**config.mk**
```make
export PLATFORM = sky130hd
export DESIGN_NAME = multizone_climate_ctrl
export DESIGN_NICKNAME = d
export VERILOG_FILES = /design/src/rtl/multizone_climate_ctrl.sv
export SDC_FILE = /design/constraint.sdc
export NUM_CORES = 1
export LEC_CHECK = 0
export ABC_AREA = 1
export CORE_MARGIN = 5
export CORE_UTILIZATION = 50
export DETAILED_ROUTE_END_ITERATION = 10
export HOLD_SLACK_MARGIN = 0.08
export PLACE_DENSITY_LB_ADDON = 0.12
export SLEW_MARGIN = 20
export SYNTH_ARGS = -nofsm -noshare
export SYNTH_HDL_FRONTEND = slang
export SYNTH_SLANG_ARGS = --single-unit
```
**constraint.sdc**
```tcl
create_clock -name clk -period 2.2 [get_ports clk]
set_input_delay 0.44 -clock clk [delete_from_list [all_inputs] [get_ports clk]]
set_output_delay 0.44 -clock clk [all_outputs]
set_load 0.1 [all_outputs]
```
**src/rtl/multizone_climate_ctrl.sv**
```systemverilog
// multizone_climate_ctrl: per-zone heat/cool hysteresis FSMs with
// minimum on/off dwell enforcement under a shared operating mode.
module multizone_climate_ctrl #(
   parameter int N_ZONES = 2,
   parameter int WIDTH   = 5,
   parameter int T_LOW   = 18,
   parameter int T_MID   = 20,
   parameter int T_HIGH  = 22,
   parameter int MIN_ON  = 3,
   parameter int MIN_OFF = 4
) (
   input  logic                       clk,
   input  logic                       rst_n,
   input  logic [N_ZONES*WIDTH-1:0]   temperature,
   input  logic [1:0]                 mode,
   input  logic [N_ZONES-1:0]         zone_en,
   output logic [N_ZONES-1:0]         heating,
   output logic [N_ZONES-1:0]         cooling,
   output logic [N_ZONES-1:0]         lockout,
   output logic                       any_active
);

   localparam int SAT = (MIN_ON > MIN_OFF) ? MIN_ON : MIN_OFF;
   // Sized so that dwell+1 never overflows at saturation.
   localparam int DW  = $clog2(SAT + 2);

   localparam logic [DW-1:0]    SAT_C = DW'(SAT);
   localparam logic [DW-1:0]    ON_C  = DW'(MIN_ON);
   localparam logic [DW-1:0]    OFF_C = DW'(MIN_OFF);
   localparam logic [DW-1:0]    ONE_C = DW'(1);
   localparam logic [WIDTH-1:0] TL_C  = WIDTH'(T_LOW);
   localparam logic [WIDTH-1:0] TM_C  = WIDTH'(T_MID);
   localparam logic [WIDTH-1:0] TH_C  = WIDTH'(T_HIGH);

   localparam logic [1:0] M_OFF  = 2'b00;
   localparam logic [1:0] M_HEAT = 2'b01;
   localparam logic [1:0] M_COOL = 2'b10;
   localparam logic [1:0] M_AUTO = 2'b11;

   typedef enum logic [1:0] {
      IDLE = 2'd0,
      HEAT = 2'd1,
      COOL = 2'd2
   } state_e;

   for (genvar g = 0; g < N_ZONES; g++) begin : g_zone
      state_e           state_q, state_d;
      logic [DW-1:0]    dwell_q, dwell_d;
      logic [WIDTH-1:0] t;
      logic [1:0]       emode;
      logic             on_ok, off_ok;
      logic             heat_ok, cool_ok;

      assign t       = temperature[g*WIDTH +: WIDTH];
      assign emode   = zone_en[g] ? mode : M_OFF;
      assign on_ok   = (dwell_q + ONE_C) >= ON_C;
      assign off_ok  = (dwell_q + ONE_C) >= OFF_C;
      assign heat_ok = (emode == M_HEAT) || (emode == M_AUTO);
      assign cool_ok = (emode == M_COOL) || (emode == M_AUTO);

      always_comb begin
         state_d = state_q;
         dwell_d = dwell_q;
         if (emode == M_OFF) begin
            state_d = IDLE;
         end else begin
            unique case (state_q)
               IDLE: begin
                  if (t <= TL_C && heat_ok && off_ok) begin
                     state_d = HEAT;
                  end else if (t >= TH_C && cool_ok && off_ok) begin
                     state_d = COOL;
                  end
               end
               HEAT: begin
                  if (on_ok && (t >= TM_C || emode == M_COOL)) begin
                     state_d = IDLE;
                  end
               end
               COOL: begin
                  if (on_ok && (t <= TM_C || emode == M_HEAT)) begin
                     state_d = IDLE;
                  end
               end
               default: state_d = IDLE;
            endcase
         end
         if (state_d != state_q) begin
            dwell_d = '0;
         end else if (dwell_q != SAT_C) begin
            dwell_d = dwell_q + ONE_C;
         end
      end

      // Reset saturates dwell so the first activation is not delayed.
      always_ff @(posedge clk) begin
         if (!rst_n) begin
            state_q <= IDLE;
            dwell_q <= SAT_C;
         end else begin
            state_q <= state_d;
            dwell_q <= dwell_d;
         end
      end

      assign heating[g] = (state_q == HEAT);
      assign cooling[g] = (state_q == COOL);
      assign lockout[g] = (state_q == IDLE) && !off_ok;
   end

   assign any_active = |(heating | cooling);

endmodule

```
==> summary.json <==
{
  "worst_hold_path": {
    "worstHoldPathCells": 3,
    "hold_start": "g_zone[1].state_q[1]",
    "hold-path-endpoint": "g_zone[1].dwell_q[0]",
    "min-delay-path-class": "reg -> reg"
  },
  "critical_path": {
    "crit_buf_inv": 2,
    "endpoint_kind": "primary output",
    "timing.critical_path.cells": "inv_1 > ha_1 > or2_2 > buf_12",
    "critPathTopFamily": "flip-flops",
    "critical_path.startpoint_type": "flop",
    "worstPathArrival_ns": 1.64,
    "biggest_cell_delay_along_the_critical_path_ns": 0.45,
    "worst-r2r-setup-slack_ns": 0.37,
    "r2r-end": "g_zone[0].dwell_q[0]",
    "path_depth": 4,
    "path_class": "reg -> out",
    "reg2regPathDepth": 11,
    "required_ns": 1.76,
    "reg2reg_from": "g_zone[0].dwell_q[0]",
    "cpMaxStageDelayCell": "dfxtp_1",
    "cp_max_fo": 7
  },
  "logic_synthesis": {
    "post_synth_design_cell_area_sq_um": 1050,
    "synth_sequential_area_ratio_pct": 19.0,
    "postSynthRegisterBits": 10,
    "synthesis.yosys.warnings": 0,
    "synthCells": 177,
    "synthesized_area_per_cell_sq_um": 5.96,
    "yosysUniqueCellTypes": 17,
    "syn-num-nets": 207
  },
  "timing": {
    "skew_ns": 0.00110,
    "finalMaxSlewViolations": 0,
    "relSlewSlack_pct": 79.5,
    "fin_crit_sh_pct": 94.5,
    "report.final.hold_viol_count": 0,
    "fmax_ghz": 0.481,
    "setup-tns-final_ns": 0,
    "final_period_minus_worst_setup_slack_ns": 2.08,
    "worst-slew-pin-transition_ns": 0.307,
    "timing.final.setup_violations": 0,
    "unrepaired_setup_endpoints_after_global_routing": "no"
  },
  "power": {
    "p_leak_nw": 0.756,
    "pwr-share-clk_pct": 17.7,
    "pwr_density_cell_nw_per_um2": 664,
    "share_comb_of_total_power_pct": 55.8,
    "internal_power_w": 0.000519,
    "worst_ir_drop_vdd_mv": 0.653,
    "power_frac_seq_pct": 26.5,
    "switching_component_of_the_power_w": 0.000424,
    "switching_share_pct": 45.0
  },
  "grt": {
    "gr-total-overflow": 0,
    "overall_fraction_of_global_route_tracks_in_use_pct": 16.6,
    "antenna_found_initial": 0,
    "largest_net_degree_at_the_start_of_global_routing": 8,
    "grt_pass1_vias": 1066,
    "grt_pass1_wl_um": 4380
  },
  "outcome": {
    "run_status": "complete, no violations"
  },
  "route": {
    "dr.max_layer_used": "met4",
    "drt_pass1_iterations": 4,
    "post_drt_wl_per_cell_um": 10.6,
    "postRouteWirelength_um": 2440,
    "dr_wl_met2_um": 1120,
    "vias": 1151,
    "antenna_violating_nets_post_route": 0,
    "detailedRoute.firstIterationViolations": 40,
    "vias_per_cell": 5.00,
    "drc": 0,
    "met3_length_um": 159,
    "wirelength_met1_um": 1140
  },
  "cts": {
    "clock_root_buffer_master": "clkbuf_4",
    "numCtsBuffers": 3,
    "cts_tree": "built",
    "htreeDepth": 1,
    "cts_num_sinks": 10,
    "clock_tree.buffer_depth": 2,
    "cts.reportedPaths.clkPinSlew_ns": 0.07,
    "source_to_sink_clock_delay_at_the_later_pin_of_the_worst_skew_pair_ns": 0.27
  },
  "die": {
    "design.die.area_sq_um": 3130,
    "initial_cell_density_of_the_core_pct": 53.2,
    "floorplan.die.width_um": 55.9,
    "floorplan.core_area_sq_um": 1980,
    "die_ht_um": 55.9,
    "boundaryPins": 23,
    "placementRows": 16
  },
  "final_layout": {
    "filler_cell_count": 164,
    "layout.core_utilization_pct": 71.7,
    "nNetsFinal": 234,
    "final_layout_size_suffix_gt1_share_pct": 15.3,
    "synthToLayoutAreaGrowth_pct": 34.8,
    "multiInputGateArea_sq_um": 773,
    "seq_area_sq_um": 201,
    "final_cells": 230,
    "antenna_diodes": 0
  },
  "flow_run": {
    "maxCapViolations": 0
  },
  "placement": {
    "numPlacedInstances": 226,
    "gp_congestion": 0.881,
    "place_hpwl_um": 2090,
    "portBuffers": 22
  }
}
## worst reg2reg max path: stages, from the launching register on
cell and delay, ns:
dfxtp_1 0.34, inv_1 0.09, ha_1 0.32, a21oi_1 0.18
nand2_1 0.10, nand2_1 0.10, nand3_1 0.09, nand3_2 0.10
nand2_1 0.07, nand2_1 0.08, nand2_1 0.08, nor3_1 0.20
## worst max path at each step
| stage | startpoint | end | slack, ns |
|---|---|---|---|
| after global routing | g_zone[0].state_q[0] | any_active | 0.01 |
| after floorplan | g_zone[1].state_q[1] | g_zone[1].dwell_q[2] | 0.17 |
| after detailed placement | mode[0] | g_zone[0].dwell_q[2] | 0.10 |
| after CTS | g_zone[1].state_q[1] | any_active | 0.05 |
| final | g_zone[0].state_q[0] | any_active | 0.12 |
| after global placement | mode[0] | g_zone[0].dwell_q[2] | 0.17 |
## cell families (layout without fill, tap and decap cells)
| group | count (synthesis) | in the layout | share of synthesized area [%] |
|---|---|---|---|
| AOI/OAI and AO/OA | 10 | 10 | 4.75 |
| xor gates and xnor gates | 2 | 2 | 1.66 |
| adders and majority gates | 14 | 14 | 16.6 |
| buffers and inverters | 23 | 49 | 8.18 |
| DFF | 10 | 10 | 19.0 |
| and+or+nand+nor | 118 | 118 | 49.8 |
## synthesized netlist by cell type, drive strengths merged
cell type / n / share of area (%)
a21oi: 6 / 2.8
dfxtp: 10 / 19
ha: 14 / 17
inv: 23 / 8.2
nand2: 64 / 24
nand3: 24 / 13
nand4: 1 / 0.59
nor2: 24 / 9.0
nor3: 4 / 1.9
o21ai: 4 / 1.9
or2: 1 / 0.59
xor2: 2 / 1.7
## per-layer routing
metal	GRT usage (%)	vias up
met4	5.08	0
met1	21.2	507
met2	27.5	36
li1	-	605
met3	3.94	3
met5	0	-
## repair_timing
action                                  CTS  global route
endpoints found under the setup margin    0             1
hold buffers                              0             0
buffers inserted                          0             0
resized for setup                         0             1
endpoints found under the hold margin     0             0
## flip-flops by register name, summed over array words and instances (netlist names)
signal	flops
g_zone.dwell_q	6
g_zone.state_q	4
## area by class of cell
class                           count  share of cell area [%]
Multi-Input combinational cell    144                    54.4
Timing Repair Buffer               22                    20.4
Sequential cell                    10                    14.2
Inverter                           23                    6.07
Clock buffer                        4                    2.55
Tap cell                           27                    2.38
## cell usage in the layout, fill, tap and decap left out, drive strengths merged, types with 2 or more instances in the layout
cell type,Yosys,routed
xor2,2,2
nor3,4,4
nor2,24,24
ha,14,14
inv,23,23
clkbuf,0,4
dfxtp,10,10
buf,0,7
clkdlybuf4s50,0,15
nand2,64,64
nand3,24,24
a21oi,6,6
o21ai,4,4
## stage by stage
step                worst slack [ns]  hold WS, ns  instance area (sq um)  power (W)
detailed placement             0.103        0.662                   1380   0.000781
CTS                           0.0503        0.675                   1420   0.000947
global route                  0.0121        0.694                   1420    0.00104
finish                         0.122        0.628                   1420   0.000944
floorplan                      0.169        0.509                   1060   0.000621
global placement               0.175        0.647                   1380   0.000753
## power by group through the flow
stage          Sequential, W  Clock, W  Combinational, W
2_1_floorplan       0.000246         0          0.000375
3_3_place_gp        0.000251         0          0.000502
3_5_place_dp        0.000255         0          0.000527
4_1_cts             0.000250  0.000168          0.000529
5_1_grt             0.000255  0.000179          0.000601
6_report            0.000250  0.000167          0.000527
(Power assumes the default switching activity.)
